`src/rtl/dtw_pkg.sv`:
```
// Shared DTW definitions: path codes, grid limits, score-bus layout and
// traceback error codes, used by the score cells and the path collector.
package dtw_pkg;

  typedef enum logic [1:0] {
    PATH_RST  = 2'b00,
    PATH_LEFT = 2'b01,
    PATH_UP   = 2'b10,
    PATH_DIAG = 2'b11
  } path_e;

  typedef enum logic [1:0] {
    ERR_NONE    = 2'b00,
    ERR_TIMEOUT = 2'b01,
    ERR_STEP    = 2'b10,
    ERR_OVF     = 2'b11
  } err_e;

  typedef enum logic [1:0] {
    ST_IDLE    = 2'd0,
    ST_SEED    = 2'd1,
    ST_COLLECT = 2'd2,
    ST_DONE    = 2'd3
  } pc_state_e;

  localparam int unsigned IDX_W = 5;
  localparam logic [IDX_W-1:0] IDX_LAST    = 5'd30;
  localparam logic [IDX_W-1:0] IDX_INVALID = 5'd31;

  // Bus word: {3'b0, t[4:0], 3'b0, r[4:0], D[15:0]}
  localparam int unsigned BUS_D_LSB = 0;
  localparam int unsigned BUS_D_W   = 16;
  localparam int unsigned BUS_R_LSB = 16;
  localparam int unsigned BUS_T_LSB = 24;

  function automatic logic [IDX_W-1:0] bus_t(input logic [31:0] bus);
    return bus[BUS_T_LSB +: IDX_W];
  endfunction

  function automatic logic [IDX_W-1:0] bus_r(input logic [31:0] bus);
    return bus[BUS_R_LSB +: IDX_W];
  endfunction

  function automatic logic [31:0] bus_pack(input logic [IDX_W-1:0] t,
                                           input logic [IDX_W-1:0] r,
                                           input logic [BUS_D_W-1:0] d);
    logic [31:0] w;
    w = '0;
    w[BUS_T_LSB +: IDX_W]   = t;
    w[BUS_R_LSB +: IDX_W]   = r;
    w[BUS_D_LSB +: BUS_D_W] = d;
    return w;
  endfunction

endpackage

```
`src/rtl/path_collector_if.sv`:
```
// Score-bus, control and SRAM-write signals of the path collector.
interface path_collector_if #(
  parameter int unsigned ADDR_W = 6
);
  logic              i_start;
  logic              o_seed;
  logic [31:0]       i_bus;
  logic              i_bus_vld;
  logic              o_sram_we;
  logic [ADDR_W-1:0] o_sram_addr;
  logic [31:0]       o_sram_wdata;
  logic              o_done;
  logic [1:0]        o_err;
  logic [ADDR_W:0]   o_len;

  modport master (
    output i_start, i_bus, i_bus_vld,
    input  o_seed, o_sram_we, o_sram_addr, o_sram_wdata, o_done, o_err, o_len
  );

  modport slave (
    input  i_start, i_bus, i_bus_vld,
    output o_seed, o_sram_we, o_sram_addr, o_sram_wdata, o_done, o_err, o_len
  );
endinterface

```
`src/rtl/path_collector_step_check.sv`:
```
// Combinational legality of one traceback step: (dt,dr) must be
// (-1,-1), (-1,0) or (0,-1), and the new cell must be on the grid.
module step_check
  import dtw_pkg::*;
(
  input  logic [IDX_W-1:0] prev_t_i,
  input  logic [IDX_W-1:0] prev_r_i,
  input  logic [IDX_W-1:0] cur_t_i,
  input  logic [IDX_W-1:0] cur_r_i,
  output logic             legal_o
);
  logic [IDX_W:0] cur_t_inc;
  logic [IDX_W:0] cur_r_inc;
  logic           dt_one, dt_zero, dr_one, dr_zero;

  always_comb begin
    // One extra bit so that cur=31 cannot wrap onto prev=0
    cur_t_inc = {1'b0, cur_t_i} + (IDX_W+1)'(1);
    cur_r_inc = {1'b0, cur_r_i} + (IDX_W+1)'(1);
    dt_one    = ({1'b0, prev_t_i} == cur_t_inc);
    dr_one    = ({1'b0, prev_r_i} == cur_r_inc);
    dt_zero   = (prev_t_i == cur_t_i);
    dr_zero   = (prev_r_i == cur_r_i);
    legal_o   = (cur_t_i != IDX_INVALID) && (cur_r_i != IDX_INVALID) &&
                ((dt_one && dr_one) || (dt_one && dr_zero) || (dt_zero && dr_one));
  end
endmodule

```
`src/rtl/path_collector.sv`:
```
// DTW traceback collector: seeds the final score cell, captures the path
// from the shared score bus and streams each entry into SRAM.
module path_collector
  import dtw_pkg::*;
#(
  parameter int unsigned ADDR_W  = 6,
  parameter int unsigned TIMEOUT = 4
) (
  input logic             clk,
  input logic             nrst,
  path_collector_if.slave pc
);
  localparam int unsigned IDLE_W = (TIMEOUT > 1) ? $clog2(TIMEOUT) : 1;
  localparam logic [ADDR_W:0] CAP = {1'b1, {ADDR_W{1'b0}}};

  pc_state_e         state_q, state_d;
  logic [ADDR_W:0]   cnt_q, cnt_d;
  logic [IDLE_W-1:0] idle_q, idle_d;
  logic [IDX_W-1:0]  prev_t_q, prev_t_d, prev_r_q, prev_r_d;
  logic              we_q, we_d;
  logic [ADDR_W-1:0] addr_q, addr_d;
  logic [31:0]       wdata_q, wdata_d;
  err_e              err_q, err_d;
  logic [ADDR_W:0]   len_q, len_d;

  logic [IDX_W-1:0]  cur_t, cur_r;
  logic              capture, overflow, step_legal, step_bad, at_origin;

  assign cur_t = bus_t(pc.i_bus);
  assign cur_r = bus_r(pc.i_bus);

  step_check u_step_check (
    .prev_t_i (prev_t_q),
    .prev_r_i (prev_r_q),
    .cur_t_i  (cur_t),
    .cur_r_i  (cur_r),
    .legal_o  (step_legal)
  );

  always_comb begin
    capture   = pc.i_bus_vld && ((state_q == ST_SEED) || (state_q == ST_COLLECT));
    overflow  = (cnt_q == CAP);
    at_origin = (cur_t == '0) && (cur_r == '0);
    step_bad  = (cnt_q == '0) ? !((cur_t == IDX_LAST) && (cur_r == IDX_LAST))
                              : !step_legal;
  end

  always_comb begin
    state_d  = state_q;
    cnt_d    = cnt_q;
    idle_d   = idle_q;
    prev_t_d = prev_t_q;
    prev_r_d = prev_r_q;
    we_d     = 1'b0;
    addr_d   = addr_q;
    wdata_d  = wdata_q;
    err_d    = err_q;
    len_d    = len_q;

    unique case (state_q)
      ST_IDLE: begin
        if (pc.i_start) begin
          state_d = ST_SEED;
          cnt_d   = '0;
          idle_d  = '0;
          err_d   = ERR_NONE;
          len_d   = '0;
        end
      end

      ST_SEED, ST_COLLECT: begin
        if (capture) begin
          idle_d = '0;
          if (overflow) begin
            state_d = ST_DONE;
            err_d   = ERR_OVF;
            len_d   = cnt_q;
          end else begin
            we_d     = 1'b1;
            addr_d   = cnt_q[ADDR_W-1:0];
            wdata_d  = pc.i_bus;
            cnt_d    = cnt_q + (ADDR_W+1)'(1);
            prev_t_d = cur_t;
            prev_r_d = cur_r;
            // A bad seed entry ends the run straight from SEED so that DONE
            // still coincides with its write.
            if (step_bad) begin
              state_d = ST_DONE;
              err_d   = ERR_STEP;
              len_d   = cnt_q + (ADDR_W+1)'(1);
            end else if (at_origin) begin
              state_d = ST_DONE;
              err_d   = ERR_NONE;
              len_d   = cnt_q + (ADDR_W+1)'(1);
            end else begin
              state_d = ST_COLLECT;
            end
          end
        end else if (state_q == ST_COLLECT) begin
          if (idle_q == IDLE_W'(TIMEOUT - 1)) begin
            state_d = ST_DONE;
            err_d   = ERR_TIMEOUT;
            len_d   = cnt_q;
          end else begin
            idle_d = idle_q + IDLE_W'(1);
          end
        end else begin
          state_d = ST_COLLECT;
        end
      end

      ST_DONE: state_d = ST_IDLE;

      default: state_d = ST_IDLE;
    endcase
  end

  always_ff @(posedge clk or negedge nrst) begin
    if (!nrst) begin
      state_q  <= ST_IDLE;
      cnt_q    <= '0;
      idle_q   <= '0;
      prev_t_q <= '0;
      prev_r_q <= '0;
      we_q     <= 1'b0;
      addr_q   <= '0;
      wdata_q  <= '0;
      err_q    <= ERR_NONE;
      len_q    <= '0;
    end else begin
      state_q  <= state_d;
      cnt_q    <= cnt_d;
      idle_q   <= idle_d;
      prev_t_q <= prev_t_d;
      prev_r_q <= prev_r_d;
      we_q     <= we_d;
      addr_q   <= addr_d;
      wdata_q  <= wdata_d;
      err_q    <= err_d;
      len_q    <= len_d;
    end
  end

  assign pc.o_seed       = (state_q == ST_SEED);
  assign pc.o_done       = (state_q == ST_DONE);
  assign pc.o_sram_we    = we_q;
  assign pc.o_sram_addr  = addr_q;
  assign pc.o_sram_wdata = wdata_q;
  assign pc.o_err        = err_q;
  assign pc.o_len        = len_q;

endmodule
```
`src/flat_wrapper.sv`:
```
// flat-port wrapper written by rule: the top's interface ports become plain ports
module path_collector_flat import dtw_pkg::*;
#(
  parameter int unsigned ADDR_W  = 6,
  parameter int unsigned TIMEOUT = 4
)
  (clk, nrst, pc_i_start, pc_i_bus, pc_i_bus_vld, pc_o_seed, pc_o_sram_we, pc_o_sram_addr, pc_o_sram_wdata, pc_o_done, pc_o_err, pc_o_len);
  path_collector_if #(.ADDR_W(ADDR_W)) pc_i ();
  input logic clk;
  input logic nrst;
  input wire logic [$bits(pc_i.i_start)-1:0] pc_i_start;
  input wire logic [$bits(pc_i.i_bus)-1:0] pc_i_bus;
  input wire logic [$bits(pc_i.i_bus_vld)-1:0] pc_i_bus_vld;
  output wire logic [$bits(pc_i.o_seed)-1:0] pc_o_seed;
  output wire logic [$bits(pc_i.o_sram_we)-1:0] pc_o_sram_we;
  output wire logic [$bits(pc_i.o_sram_addr)-1:0] pc_o_sram_addr;
  output wire logic [$bits(pc_i.o_sram_wdata)-1:0] pc_o_sram_wdata;
  output wire logic [$bits(pc_i.o_done)-1:0] pc_o_done;
  output wire logic [$bits(pc_i.o_err)-1:0] pc_o_err;
  output wire logic [$bits(pc_i.o_len)-1:0] pc_o_len;
  assign pc_i.i_start = pc_i_start;
  assign pc_i.i_bus = pc_i_bus;
  assign pc_i.i_bus_vld = pc_i_bus_vld;
  assign pc_o_seed = pc_i.o_seed;
  assign pc_o_sram_we = pc_i.o_sram_we;
  assign pc_o_sram_addr = pc_i.o_sram_addr;
  assign pc_o_sram_wdata = pc_i.o_sram_wdata;
  assign pc_o_done = pc_i.o_done;
  assign pc_o_err = pc_i.o_err;
  assign pc_o_len = pc_i.o_len;
  path_collector #(.ADDR_W(ADDR_W), .TIMEOUT(TIMEOUT)) u_core (.clk(clk), .nrst(nrst), .pc(pc_i));
endmodule
```
`config.mk`:
```
export PLATFORM = sky130hd
export DESIGN_NAME = path_collector_flat
export DESIGN_NICKNAME = d
export VERILOG_FILES = /design/src/rtl/dtw_pkg.sv /design/src/rtl/path_collector_if.sv /design/src/rtl/path_collector_step_check.sv /design/src/rtl/path_collector.sv /design/src/flat_wrapper.sv
export SDC_FILE = /design/constraint.sdc
export NUM_CORES = 1
export LEC_CHECK = 0
export ABC_AREA = 1
export BUFFER_PORTS_ARGS = -buffer_cell sky130_fd_sc_hd__buf_4
export CORE_MARGIN = 2
export CORE_UTILIZATION = 47
export DETAILED_ROUTE_END_ITERATION = 10
export GPL_TIMING_DRIVEN = 1
export PLACE_DENSITY = 0.76
export SETUP_SLACK_MARGIN = 0.15
export SLEW_MARGIN = 40
export SYNTH_ARGS = -nofsm -noshare
export SYNTH_HDL_FRONTEND = slang
export SYNTH_SLANG_ARGS = --single-unit
export TNS_END_PERCENT = 1
```
`constraint.sdc`:
```
create_clock -name clk -period 1.87 [get_ports clk]
set_clock_uncertainty 0.1 [all_clocks]
set_input_delay 0.374 -clock clk [delete_from_list [all_inputs] [get_ports clk]]
set_output_delay 0.374 -clock clk [all_outputs]
set_load 0.05 [all_outputs]
```
# After elaboration in Yosys (flattened, before gate mapping)
# Index checks and enable logic that the tools add are counted.
[word_totals] latch_bits=0 register_bits=69 wordCells=95 memories=0 out_inout_bits=50 ram_bits=0 mem_bits_ro=0 input_bits=36
[classes] shifts=0 mux=35 add_sub_neg=4 order_cmp=0 div_mod_pow=0 multipliers=0 n_eq_ne=21 n_bitwise=1 reduce_logical=24
[op_table] operator="two-way mux 7 bit" count=9
[op_table] operator="two-way mux 2 bit" count=16
[op_table] operator="case mux 7 bit (2 select lines)" count=2
[op_table] operator="!= test 5 bit, second input constant" count=3
[op_table] operator="adder 5 x 1 -> 6 bit, second input constant" count=2
[op_table] operator="equality test 5 x 6 -> 1 bit" count=2
[op_table] operator="equality test 5 bit" count=2
[op_table] operator="equality test 5 bit, second input constant" count=2
[op_table] operator="logical NOT 5 bit" count=2
[op_table] operator="logical AND 1 bit" count=8
[op_table] operator="case mux 2 bit (2 select lines)" count=2
[op_table] operator="AND reduction 4 bit" count=2
[op_table] operator="adder 7 x 1 -> 7 bit, second input constant" count=1
[op_table] operator="equality test 7 bit, second input constant" count=1
[op_table] operator="logical NOT 7 bit" count=1
[op_table] operator="equality test 2 bit, second input constant" count=3
[op_table] operator="!= test 3 x 1 -> 1 bit, second input constant" count=2
[op_table] operator="case mux 2 bit (3 select lines)" count=1
[op_table] operator="two-way mux 1 bit" count=5
[op_table] operator="AND reduction 5 bit" count=1
[op_table] operator="!= test 2 bit, second input constant" count=2
[op_table] operator="!= test 4 x 3 -> 1 bit, second input constant" count=1
[op_table] operator="logical OR 1 bit" count=3
[op_table] operator="!= test 3 x 2 -> 1 bit, second input constant" count=1
[op_table] operator="10 further kinds" count=11

# Depth between registers and ports, before layout
# Gate-level depths: netlist of the first run.
[logic_depth] depth_word=12 mapped_depth=19 depth_no_buf=19

# Hierarchy
# From an unflattened synthesis of the first run, not the netlist that was laid out.
[hier_totals] hier_cells=416 hier_area_um2=3220.6
[modules_own_cells] module="path_collector" seq_area_each_um2=1476.4 cells_each=340 area_per_inst_um2=2802.7 instances=1
[modules_own_cells] module="step_check" seq_area_each_um2=0.0 cells_each=76 area_per_inst_um2=417.9 instances=1

# Worst setup path after synthesis of the first run
# No wires, ideal clock.
[synth_path] path_kind="input-to-reg" start="input port pc_i_bus[16]" end="register u_core.state_q[0]" setup_time_ns=0.149 n_path_buf=0 arrival_time_ns=1.805 stages=18 setup_slack_ns=-0.184 cell_sequence="ha_1 -> inv_1 -> nor2_1 -> ha_1 -> inv_1 -> nand2_1 -> nand2_1 -> nand3_1 -> nor2_2 -> nand2_1 -> nand2_1 -> nand2_1 -> nand2_1 -> nand2_1 -> nand2_2 -> nand2_4 -> nand2_1 -> o211ai_1"
[synth_via] elab_chain_len=12 elab_cells_between_ends=23 cone_classes="add/sub (1); eq/ne (4); mux (6); reduce/logical (12)"
[synth_rtl] element="start: declaration" line_no="flat_wrapper.sv:12" rtl="input wire logic [$bits(pc_i.i_bus)-1:0] pc_i_bus;"
[synth_rtl] element="adder 5 x 1 -> 6 bit" line_no="path_collector_step_check.sv:19" rtl="cur_r_inc = {1'b0, cur_r_i} + (IDX_W+1)'(1);"
[synth_rtl] element="equality test 5 x 6 -> 1 bit" line_no="path_collector_step_check.sv:21" rtl="dr_one = ({1'b0, prev_r_i} == cur_r_inc);"
[synth_rtl] element="logical AND 1 bit" line_no="path_collector_step_check.sv:25" rtl="((dt_one && dr_one) || (dt_one && dr_zero) || (dt_zero && dr_one));"
[synth_rtl] element="logical OR 1 bit (2 in a row)" line_no="path_collector_step_check.sv:25"
[synth_rtl] element="logical AND 1 bit" line_no="path_collector_step_check.sv:24" rtl="legal_o = (cur_t_i != IDX_INVALID) && (cur_r_i != IDX_INVALID) &&"
[synth_rtl] element="logical NOT 1 bit" line_no="path_collector.sv:45" rtl=": !step_legal;"
[synth_rtl] element="two-way mux 1 bit" line_no="path_collector.sv:44" rtl="step_bad = (cnt_q == '0) ? !((cur_t == IDX_LAST) && (cur_r == IDX_LAST))"
[synth_rtl] element="two-way mux 2 bit *" line_no="path_collector.sv:87" rtl="if (step_bad) begin"
[synth_rtl] element="two-way mux 2 bit *" line_no="path_collector.sv:74" rtl="if (overflow) begin"
[synth_rtl] element="two-way mux 2 bit *" line_no="path_collector.sv:72" rtl="if (capture) begin"
[synth_rtl] element="case mux 2 bit (3 select lines) *" line_no="path_collector.sv:60" rtl="unique case (state_q)"
[synth_rtl] element="end signal: assignment" line_no="path_collector.sv:131" rtl="state_q <= state_d;"
[synth_rtl] element="end: declaration" line_no="path_collector.sv:16" rtl="pc_state_e state_q, state_d;"
# Mark *: on every way between the ends. The rest lies on a longest branch, timed or not.
# A chain may end at the register's enable or synchronous reset.

# Final worst setup path of the first run
[layout_path] start="input port pc_i_bus[17]" end="register u_core.err_q[0], in the netlist u_core.pc.o_err[0]"
[layout_via] elab_chain_len=12 elab_cells_between_ends=24 cone_classes="add/sub (1); eq/ne (5); mux (5); reduce/logical (13)"
[layout_rtl] element="adder 5 x 1 -> 6 bit" line_no="path_collector_step_check.sv:19"
[layout_rtl] element="equality test 5 x 6 -> 1 bit" line_no="path_collector_step_check.sv:21"
[layout_rtl] element="logical AND 1 bit" line_no="path_collector_step_check.sv:25"
[layout_rtl] element="logical OR 1 bit (2 in a row)" line_no="path_collector_step_check.sv:25"
[layout_rtl] element="logical AND 1 bit" line_no="path_collector_step_check.sv:24"
[layout_rtl] element="logical NOT 1 bit" line_no="path_collector.sv:45"
[layout_rtl] element="two-way mux 1 bit" line_no="path_collector.sv:44"
[layout_rtl] element="two-way mux 2 bit" line_no="path_collector.sv:87"
[layout_rtl] element="two-way mux 2 bit" line_no="path_collector.sv:74"
[layout_rtl] element="two-way mux 2 bit" line_no="path_collector.sv:72"
[layout_rtl] element="case mux 2 bit (2 select lines)" line_no="path_collector.sv:60"
[layout_rtl] element="end signal: assignment" line_no="path_collector.sv:139" rtl="err_q <= err_d;"
[layout_rtl] element="end: declaration" line_no="path_collector.sv:23" rtl="err_e err_q, err_d;"
# Several ways; a longest one is shown, not always the timed one.

==> results of run 1 <==
logic make-up (layout without fill, tap and decap cells):
kind of cell / after synthesis / count (layout) / share of synthesized area, %
AO/OA/AOI/OAI: 42 / 42 / 8.24
multiplexers: 2 / 2 / 0.640
flip-flops: 59 / 59 / 47.2
adder cells (fa/ha/maj): 16 / 16 / 6.40
AND/OR/NAND/NOR: 204 / 205 / 27.5
buffers and inverters: 46 / 187 / 6.12
XOR/XNOR: 14 / 14 / 3.92
layout make-up:
cell class              count  area [um^2]
clock buffers              10          138
clock inverters             6          111
fillers                   485         1720
inverters                  36          135
multi-input cells         279         1620
flip-flops and latches     59         1480
well taps                  77         96.3
repair buffers            135         1090
worst max-delay path: cells and delay by family:
family                     cells  cell delay, ns
and+or+nand+nor               15            1.05
adders and majority gates      2            0.43
buffers and inverters          3            0.21
cells in the mapped netlist, types with 4 or more instances:
master   instances
ha_1            16
xnor2_1          5
a21oi_1         10
nand3_1         15
inv_2            4
o22ai_1          7
inv_1           32
nand2_1        147
buf_4            4
nand2_2          4
o21ai_0         18
dfrtp_1         59
nor2_1          22
xor2_1           9
power groups by stage:
stage	Sequential, mW	Clock, mW	Combinational, mW
final	2.11	1.45	5.59
after global routing	2.16	1.53	6.04
after CTS	2.10	1.48	5.38
after detailed placement	2.11	0	5.18
after global placement	2.09	0	5.07
after floorplan	3.51	0	1.96
registers in the layout (all words and copies together) (netlist names):
register / cells
u_core.pc.o_sram_wdata: 32
u_core.cnt_q: 7
u_core.pc.o_len: 7
u_core.pc.o_sram_addr: 6
u_core.idle_q: 2
u_core.pc.o_err: 2
u_core.state_q: 2
u_core.pc.o_sram_we: 1
metal layers:
metal | up-vias | global-route usage (%)
li1 | 1486 | -
met1 | 1384 | 29.3
met2 | 77 | 38.6
met3 | 9 | 5.00
met4 | 0 | 9.24
met5 | - | 0
per-stage QoR:
stage / cells / total power [mW] / hold WS (ns) / utilization (%)
6_report: 602 / 9.15 / 0.130 / 73.1
2_1_floorplan: 383 / 5.47 / -0.0216 / -
4_1_cts: 602 / 8.96 / 0.115 / 71.8
5_1_grt: 602 / 9.73 / 0.134 / 73.1
3_5_place_dp: 583 / 7.29 / 0.199 / 65.9
3_3_place_gp: 583 / 7.17 / 0.192 / 65.9
worst min-delay path by stage:
stage / start / endpoint / cells past startpoint
floorplan: nrst / u_core.cnt_q[0]$_DFFE_PN0P_ / 0
global placement: nrst / u_core.pc.o_sram_wdata[1]$_DFFE_PN0P_ / 1
detailed placement: nrst / u_core.pc.o_sram_wdata[1]$_DFFE_PN0P_ / 1
CTS: pc_i_bus[21] / u_core.pc.o_sram_wdata[21]$_DFFE_PN0P_ / 3
global route: pc_i_bus[31] / u_core.pc.o_sram_wdata[31]$_DFFE_PN0P_ / 3
finish: pc_i_bus[21] / u_core.pc.o_sram_wdata[21]$_DFFE_PN0P_ / 3
timing repair:
| action | 4_1_cts | 5_1_grt |
|---|---|---|
| endpoints found under the hold margin | 23 | 0 |
| endpoints found under the setup margin | 60 | 61 |
| hold buffers | 1 | 0 |
| cloned | 1 | 0 |
| pin swaps | 16 | 6 |
| resized for setup | 23 | 22 |
| setup buffers | 1 | 0 |
==> reports/qor.yml, run 1 <==
layout:
  mostFrequentLayoutCells: "nand2_1 (144), buf_4 (122), dfrtp_1 (59), inv_1 (25)"
  layout-area-overhead-vs-synth_pct: 49.3
  num_antenna_cells: 0
  drive_gt1_share_pct: 37.3
  design_area_um2: 4670
  final_common_cell: "nand2_1"
  nets: 572
floorplan:
  initial_core_util_pct: 49.0
  die_width_um: 85.6
  dieHeight_um: 85.6
  dieArea_um2: 7320
  coreArea_um2: 6390
  core.rowCount: 29
  ios: 86
worst_setup_path:
  rr_endpoint: "u_core.pc.o_err[0]$_DFFE_PN0P_"
  cp-end-kind: "flop"
  path_class: "input port to flop"
  required_ns: 2.04
  critPathLaunch: "pc_i_bus[17]"
  r2r_start: "u_core.state_q[0]$_DFFE_PN0P_"
  slowest_delay_ns: 0.28
  startpoint_type: "input port"
  endpoint: "u_core.pc.o_err[0]$_DFFE_PN0P_"
  slowest_stage: "ha_1"
  cp_cell_sequence: "buf_6 -> ha_4 -> inv_2 -> nor2_1 -> ha_1 -> inv_1 -> nand2_1 -> nand2_1 -> nand3_2 -> nor2_2 -> nand2_1 -> nand2_1 -> nand2_1 -> nand2_1 -> nand2_1 -> nand2_2 -> nand2_4 -> nand2_8 -> nand2_1 -> nand2_1"
  crit_top_cell: "nand2_1"
  worstRegToRegCells: 10
  path_max_fanout: 9
  critPathArrivalTime_ns: 2.07
  ff2ff_setup_slack_ns: 0.04
sta:
  hold_viol: 0
  fin_crit_sh_pct: 102
  setup_tns_ns: -0.155
  drv_slew: 0
  maxSlewHeadroom_pct: 78.8
  period_minus_slack_ns: 1.90
  tightest_slew_ns: 0.315
  rsz0062_at_grt: "true"
  fmax_mhz: 527
  setup_viol: 10
  setup_ws_ns: -0.0282
drt:
  drt-pass1-iter-count: 4
  wl_met2_um: 4090
  wirelength_met1_um: 3500
  dr_total_vias: 2956
  ant_nets: 0
  route.detailed.drc: 0
  first_iter_violations: 121
  dr_wl_met3_um: 405
  maxUsedRoutingLayer: "met4"
  wl_per_cell_um: 13.5
  drt-vias-per-instance: 4.91
  wirelength_um: 8100
hold_path:
  worst_hold_path_type: "input port to flop"
pwr:
  clkPwrFrac_pct: 15.9
  sequentialPowerShare_pct: 23.0
  p_comb_share_pct: 61.1
  p_switching_mw: 4.42
  p_sw_share_pct: 48.3
  power_density_nw_per_um2: 1960
  power.ir.vdd_worst_uv: 1460
  p_leak_nw: 2.48
  p_int_mw: 4.73
placed_design:
  place_area_um2: 4210
  pre_cts_slack_ns: -0.456
  io_buffer_count: 85
  place_hpwl_um: 5710
  globalplace.congestion: 0.917
synthesis:
  ys_seq_area_share_pct: 47.2
  synth-seq-cells: 59
  yosysTopAreaCell: "dfrtp_1"
  ys_types: 35
  synth_edf_count: 0
  synth_area_leaders: "dfrtp_1 (47%), nand2_1 (18%), ha_1 (6.4%), inv_1 (3.8%), o21ai_0 (2.9%)"
  syn_area_per_cell_um2: 8.17
  ys.flop_type: "dfrtp_1"
  synth_async_sr_flop_share_pct: 100
  syn_nets: 435
  synth_area_um2: 3130
  synth_top_area_share_pct: 47.2
  syn_inst: 383
  yosys_warnings: 0
global_routing:
  grt_pass1_wl_um: 13500
  grt-ovfl-total: 0
  grt_pass1_vias: 2997
  antenna_found_initial: 0
  grt_max_degree: 37
  grt.total_usage_pct: 23.1
status:
  outcome: "finished, violations left"
  violations: "negative setup slack"
clock_tree:
  clkTransAtPathRegs_ns: 0.08
  cts_buffers: 9
  cts_root_buf: "clkbuf_8"
  cts.sinks: 59
  cts_buffer_depth: 2
  cts_tree: "yes"
  cts_max_level: 3
  clock_latency_ns: 0.34
run:
  drv_cap: 0
Note: power is estimated with default switching activity, not from simulation.
==> inputs of run 2 (changes only) <==
--- a/config.mk
+++ b/config.mk
@@ -10,8 +10,8 @@
 export CORE_MARGIN = 2
 export CORE_UTILIZATION = 47
 export DETAILED_ROUTE_END_ITERATION = 10
-export GPL_TIMING_DRIVEN = 1
 export PLACE_DENSITY = 0.76
+export REMOVE_ABC_BUFFERS = 1
 export SETUP_SLACK_MARGIN = 0.15
 export SLEW_MARGIN = 40
 export SYNTH_ARGS = -nofsm -noshare
==> reports/qor.yml, run 2 (synthesized netlist as in run 1, its figures left out) <==
status:
  outcome: "finished, violations left"
  violations: "negative setup slack"
drt:
  first_iter_violations: 138  # +14%
  wl_per_cell_um: 12.7  # -5.8%
  dr_total_vias: 2919  # -1.3%
  ant_nets: 0  # unchanged
  wirelength_um: 7600  # -6.1%
  drt-vias-per-instance: 4.87  # -0.92%
  drt-pass1-iter-count: 4  # unchanged
  route.detailed.drc: 0  # unchanged
sta:
  fin_crit_sh_pct: 102  # +0.47 points
  rsz0062_at_grt: "true"
  hold_slack_ns: 0.143  # +0.0131 ns
  fmax_mhz: 524  # -0.46%
  drv_slew: 0  # unchanged
  setup_viol: 10  # unchanged
  tightest_slew_ns: 0.405  # +0.0901 ns
  hold_viol: 0  # unchanged
  setup_tns_ns: -0.315  # -0.160 ns
  maxSlewHeadroom_pct: 73.0  # -5.8 points
  period_minus_slack_ns: 1.91  # +0.00884 ns
  setup_ws_ns: -0.0370  # -0.00884 ns
placed_design:
  io_buffer_count: 85  # unchanged
  globalplace.congestion: 0.857  # -6.6%
  place_hpwl_um: 5620  # -1.5%
  dp.cells: 581  # -0.34%
  pre_cts_slack_ns: -0.447  # +0.00898 ns
worst_setup_path:
  r2r_start: "u_core.cnt_q[4]$_DFFE_PN0P_"
  path_max_fanout: 6  # -3
  critPathBufInv: 2  # -1
  crit_top_cell: "nand2_1"
  critPathArrivalTime_ns: 2.01  # -0.06 ns
  startpoint_type: "input port"
  cp-end-kind: "flop"
  worstRegToRegCells: 10  # unchanged
  ff2ff_setup_slack_ns: 0.04  # about the same
  rr_endpoint: "u_core.pc.o_len[2]$_DFFE_PN0P_"
  slowest_stage: "ha_1"
  required_ns: 1.97  # -0.07 ns
  slowest_delay_ns: 0.28  # about the same
  cp_cell_sequence: "buf_4 -> ha_1 -> inv_2 -> nor2_1 -> ha_1 -> xor2_1 -> nor2_1 -> nand2_1 -> nor2_1 -> nand2_1 -> nand2_1 -> nand2_1 -> nand2_2 -> nand2_4 -> nand2_1 -> o211ai_1"
  path_class: "input port to flop"
  crit_family: "simple AND/OR/NAND/NOR gates"
floorplan:
  ios: 86  # unchanged
  dieArea_um2: 7320  # unchanged
  initial_core_util_pct: 49.0  # unchanged
  dieHeight_um: 85.6  # unchanged
  die_width_um: 85.6  # unchanged
  coreArea_um2: 6390  # unchanged
  core.rowCount: 29  # unchanged
global_routing:
  grt_busiest_layer: "met2"
  use_met1_pct: 26.7  # -2.6 points
  antenna_found_initial: 0  # unchanged
  grt_max_degree: 31  # -16%
  grt.total_usage_pct: 21.6  # -1.5 points
  grt_use_met3_pct: 3.37  # -1.6 points
  grt_pass1_wl_um: 12700  # -5.6%
  grt_util_met2_pct: 38.2  # -0.43 points
  grt_pass1_vias: 2857  # -4.7%
  grt-ovfl-total: 0  # unchanged
pwr:
  power_density_nw_per_um2: 1940  # -1.1%
  power.ir.vdd_worst_uv: 1280  # -13%
  p_leak_nw: 2.46  # -0.55%
  p_total_mw: 8.91  # -2.7%
clock_tree:
  cts_max_level: 3  # unchanged
  cts_buffer_depth: 2  # unchanged
  cts_buffers: 9  # unchanged
  clock_latency_ns: 0.32  # -0.02 ns
  clkTransAtPathRegs_ns: 0.06  # -0.02 ns
  cts.sinks: 59  # unchanged
  cts_root_buf: "clkbuf_8"
  cts_tree: "yes"
layout:
  num_antenna_cells: 0  # unchanged
  regArea_um2: 1480  # unchanged
  instances_no_fill: 600  # -0.33%
  final_common_cell: "nand2_1"
  mostFrequentLayoutCells: "nand2_1 (139), buf_4 (125), dfrtp_1 (59), inv_1 (26), nor2_1 (19)"
  drive_gt1_share_pct: 36.5  # -0.81 points
  layout-area-overhead-vs-synth_pct: 46.9
  largest_reg_flops: 32  # unchanged
  multiInputGateArea_um2: 1610  # -0.70%
  nets: 571  # -0.17%
  n_fill_cell: 487  # +0.41%
hold_path:
  min_from: "pc_i_bus[4]"
  hold_end: "u_core.pc.o_sram_wdata[4]$_DFFE_PN0P_"
  hold_path_depth: 3  # unchanged
  worst_hold_path_type: "input port to flop"
run:
  drv_cap: 0  # unchanged
run 2: cell types whose count changed in the layout (fill, tap and decap cells not counted), moves of 3 or more:
cell,before,now
buf_4,122,125
nand2_1,144,139
nor2_2,6,3
ha_1,10,13
nand2_2,8,12
buf_6,8,3
run 2: cell type report:
cell class / count / share of cell area, %
well taps: 77 / 2.10
clock buffers: 11 / 3.29
multi-input cells: 280 / 35.0
flip-flops and latches: 59 / 32.1
inverters: 36 / 2.94
repair buffers: 133 / 22.9
clock inverters: 4 / 1.61
run 2: tightest hold or removal path, cell delays in order:
cell	delay, ns
buf_4	0.07
nand2_1	0.04
nand2_1	0.05
run 2: how the worst max path moves through the flow:
stage	from	endpoint	slack [ns]	cells after the start
global placement	pc_i_bus[16]	u_core.state_q[0]$_DFFE_PN0P_	-0.41	19
global route	pc_i_bus[24]	u_core.pc.o_err[0]$_DFFE_PN0P_	-0.19	17
detailed placement	pc_i_bus[16]	u_core.pc.o_len[1]$_DFFE_PN0P_	-0.45	20
finish	pc_i_bus[24]	u_core.state_q[0]$_DFFE_PN0P_	-0.04	16
floorplan	u_core.state_q[0]$_DFFE_PN0P_	u_core.state_q[0]$_DFFE_PN0P_	-2.11	9
CTS	pc_i_bus[17]	u_core.pc.o_len[6]$_DFFE_PN0P_	-0.08	20
run 2: layer usage:
| layer | wire length (um) | part of all wire [%] |
|---|---|---|
| met5 | 0 | 0 |
| met4 | 95 | 1.2 |
| met3 | 299 | 3.9 |
| met2 | 3860 | 51 |
| met1 | 3340 | 44 |
run 2: power breakdown:
part	internal [mW]	switching [mW]	total (mW)
sequential	1.77	0.338	2.11
combinational	1.97	3.53	5.51
clock	0.815	0.477	1.29
total	4.56	4.35	8.91
run 2: repair_timing:
item	CTS	global route
resized for setup	36	5
setup buffers	1	0
hold buffers	1	0
pin swaps	13	9
gates cloned	2	0
endpoints found under the setup margin	60	54
endpoints found under the hold margin	29	0
run 2: per-stage QoR:
step / utilization (%) / cell area (um^2)
finish: 72.0 / 4600
global route: 72.0 / 4600
global placement: 65.4 / 4180
CTS: 71.7 / 4580
detailed placement: 65.4 / 4180
floorplan: - / 3070
==> inputs of run 3 (changes only) <==
--- a/config.mk
+++ b/config.mk
@@ -8,9 +8,9 @@
 export ABC_AREA = 1
 export BUFFER_PORTS_ARGS = -buffer_cell sky130_fd_sc_hd__buf_4
 export CORE_MARGIN = 2
-export CORE_UTILIZATION = 47
+export CORE_UTILIZATION = 30
 export DETAILED_ROUTE_END_ITERATION = 10
-export PLACE_DENSITY = 0.76
+export PLACE_DENSITY = 0.52
 export REMOVE_ABC_BUFFERS = 1
 export SETUP_SLACK_MARGIN = 0.15
 export SLEW_MARGIN = 40
==> constraint.sdc (replaced) <==
create_clock -name clk -period 1.87 [get_ports clk]
set_clock_uncertainty 0.1 [all_clocks]
set_input_delay 0.187 -clock clk [delete_from_list [all_inputs] [get_ports clk]]
set_output_delay 0.187 -clock clk [all_outputs]
set_load 0.05 [all_outputs]
==> reports/qor.yml, run 3 (synthesized netlist as in run 1, its figures left out) <==
global_routing:
  grt.total_usage_pct: 15.6  # -6.0 points
  grt_max_degree: 60  # +94%
  grt_busiest_layer: "met2"
  grt_util_met2_pct: 26.9  # -11 points
  grt_pass1_vias: 3042  # +6.5%
  grt_pass1_wl_um: 13900  # +9.7%
  use_met1_pct: 18.8  # -7.9 points
  grt_use_met3_pct: 4.23  # +0.86 points
  antenna_found_initial: 0  # unchanged
  grt-ovfl-total: 0  # unchanged
floorplan:
  initial_core_util_pct: 30.6  # -18 points
  core.rowCount: 37  # +28%
  ios: 86  # unchanged
  dieArea_um2: 11300  # +54%
  die_width_um: 106  # +24%
  dieHeight_um: 106  # +24%
  coreArea_um2: 10200  # +60%
sta:
  rsz0062_at_grt: "true"
  period_minus_slack_ns: 1.81  # -0.0956 ns
  fin_crit_sh_pct: 96.9  # -5.1 points
  hold_viol: 0  # unchanged
  tightest_slew_ns: 0.563  # +0.157 ns
  maxSlewHeadroom_pct: 62.5  # -10 points
  drv_slew: 0  # unchanged
  setup_viol: 0  # -10
  fmax_mhz: 552  # +5.3%
  hold_slack_ns: 0.0886  # -0.0547 ns
layout:
  num_antenna_cells: 0  # unchanged
  layout-area-overhead-vs-synth_pct: 60.3
  n_fill_cell: 991  # +100%
  drive_gt1_share_pct: 38.5  # +2.0 points
  utilization_pct: 49.0  # -23 points
  mostFrequentLayoutCells: "nand2_1 (139), buf_4 (134), dfrtp_1 (57), inv_1 (26), dlygate4sd3_1 (23)"
  nets: 605  # +6.0%
  final_common_cell: "nand2_1"
  largest_reg_flops: 32  # unchanged
  instances_no_fill: 692  # +15%
placed_design:
  dp.cells: 644  # +11%
  place_hpwl_um: 5920  # +5.4%
  globalplace.congestion: 0.871  # +1.7%
  io_buffer_count: 85  # unchanged
drt:
  wl_per_cell_um: 12.4  # -2.5%
  drt-pass1-iter-count: 4  # unchanged
  first_iter_violations: 88  # -36%
  dr_total_vias: 3053  # +4.6%
  route.detailed.drc: 0  # unchanged
  ant_nets: 0  # unchanged
  drt-vias-per-instance: 4.41  # -9.3%
  wirelength_um: 8550  # +12%
status:
  outcome: "complete, no violations"
worst_setup_path:
  critPathArrivalTime_ns: 1.98  # -0.03 ns
  ff2ff_setup_slack_ns: 0.06  # +0.02 ns
  path_class: "flop to flop"
  path_max_fanout: 6  # unchanged
  worstRegToRegCells: 10  # unchanged
  startpoint_type: "flop"
  cp-end-kind: "flop"
  required_ns: 2.04  # +0.07 ns
clock_tree:
  cts_buffers: 9  # unchanged
  cts_buffer_depth: 2  # unchanged
  clock_latency_ns: 0.33  # about the same
  cts_max_level: 3  # unchanged
  cts.sinks: 59  # unchanged
  cts_tree: "yes"
  cts_root_buf: "clkbuf_8"
  clkTransAtPathRegs_ns: 0.07  # about the same
pwr:
  power_density_nw_per_um2: 1830  # -5.4%
  p_total_mw: 9.19  # +3.2%
  p_leak_nw: 2.61  # +5.7%
  power.ir.vdd_worst_uv: 820  # -36%
run:
  drv_cap: 0  # unchanged
hold_path:
  worst_hold_path_type: "input port to flop"
  hold_path_depth: 4  # +1
-- run 3: changes by cell type in the layout (fill, tap and decap cells not counted), sizes merged --
cell | previous run | this run
buf | 132 | 144
bufinv | 2 | 1
dlygate4sd3 | 1 | 23
-- run 3: worst max-delay path, stage by stage, from the launching register on --
cell and delay [ns]:
dfrtp_1 0.36, inv_1 0.08, ha_4 0.31, nand2_4 0.07, nor2_4 0.10, inv_2 0.08
a41oi_4 0.25, nand2_4 0.16, nand2_8 0.13, nand2_4 0.04, nand2_2 0.05
-- run 3: per-stage QoR --
step                cell area, um^2  setup WS, ns  setup TNS [ns]
detailed placement             4260        -0.253           -3.29
global route                   5010       -0.0683          -0.494
global placement               4260        -0.218           -2.52
floorplan                      3070         -2.11          -89.74
CTS                            4800        0.0726               0
finish                         5010        0.0586               0
-- run 3: what timing repair did --
action	CTS	global route
hold buffers	23	0
endpoints found under the setup margin	58	57
endpoints found under the hold margin	81	0
cloned	0	2
gates resized for setup	18	46
setup buffers	6	3
pin swaps	9	15
-- run 3: area by class of cell --
class | count | area [um^2] | share of cell area [%]
Multi-Input combinational cell | 280 | 1680 | 33.6
Sequential cell | 59 | 1480 | 29.5
Timing Repair Buffer | 167 | 1370 | 27.2
Tap cell | 136 | 170 | 3.39
Clock buffer | 11 | 141 | 2.82
Inverter | 36 | 135 | 2.69
Clock inverter | 3 | 40.0 | 0.798
-- run 3: power by group --
group / total [mW] / internal, mW / leakage (nW) / switching (mW)
Sequential: 2.12 / 1.77 / 0.753 / 0.350
Combinational: 5.94 / 2.28 / 1.76 / 3.67
Clock: 1.13 / 0.633 / 0.0950 / 0.494
-- run 3: final timing paths --
kind,endpoint,startpoint
min,u_core.pc.o_sram_wdata[19]$_DFFE_PN0P_,pc_i_bus[19]
max reg2reg,u_core.pc.o_len[1]$_DFFE_PN0P_,u_core.state_q[1]$_DFFE_PN0P_
min reg2reg,u_core.pc.o_sram_wdata[30]$_DFFE_PN0P_,u_core.pc.o_sram_wdata[30]$_DFFE_PN0P_
max,u_core.pc.o_len[1]$_DFFE_PN0P_,u_core.state_q[1]$_DFFE_PN0P_
min in group asynchronous,u_core.pc.o_sram_wdata[20]$_DFFE_PN0P_,nrst
max in group asynchronous,u_core.pc.o_sram_wdata[25]$_DFFE_PN0P_,nrst
-- run 3: routing by layer --
layer | share of wire [%] | vias to the layer above
met5 | 0 | -
met4 | 1.2 | 0
met3 | 5.7 | 10
met2 | 51 | 85
met1 | 42 | 1406
li1 | - | 1552
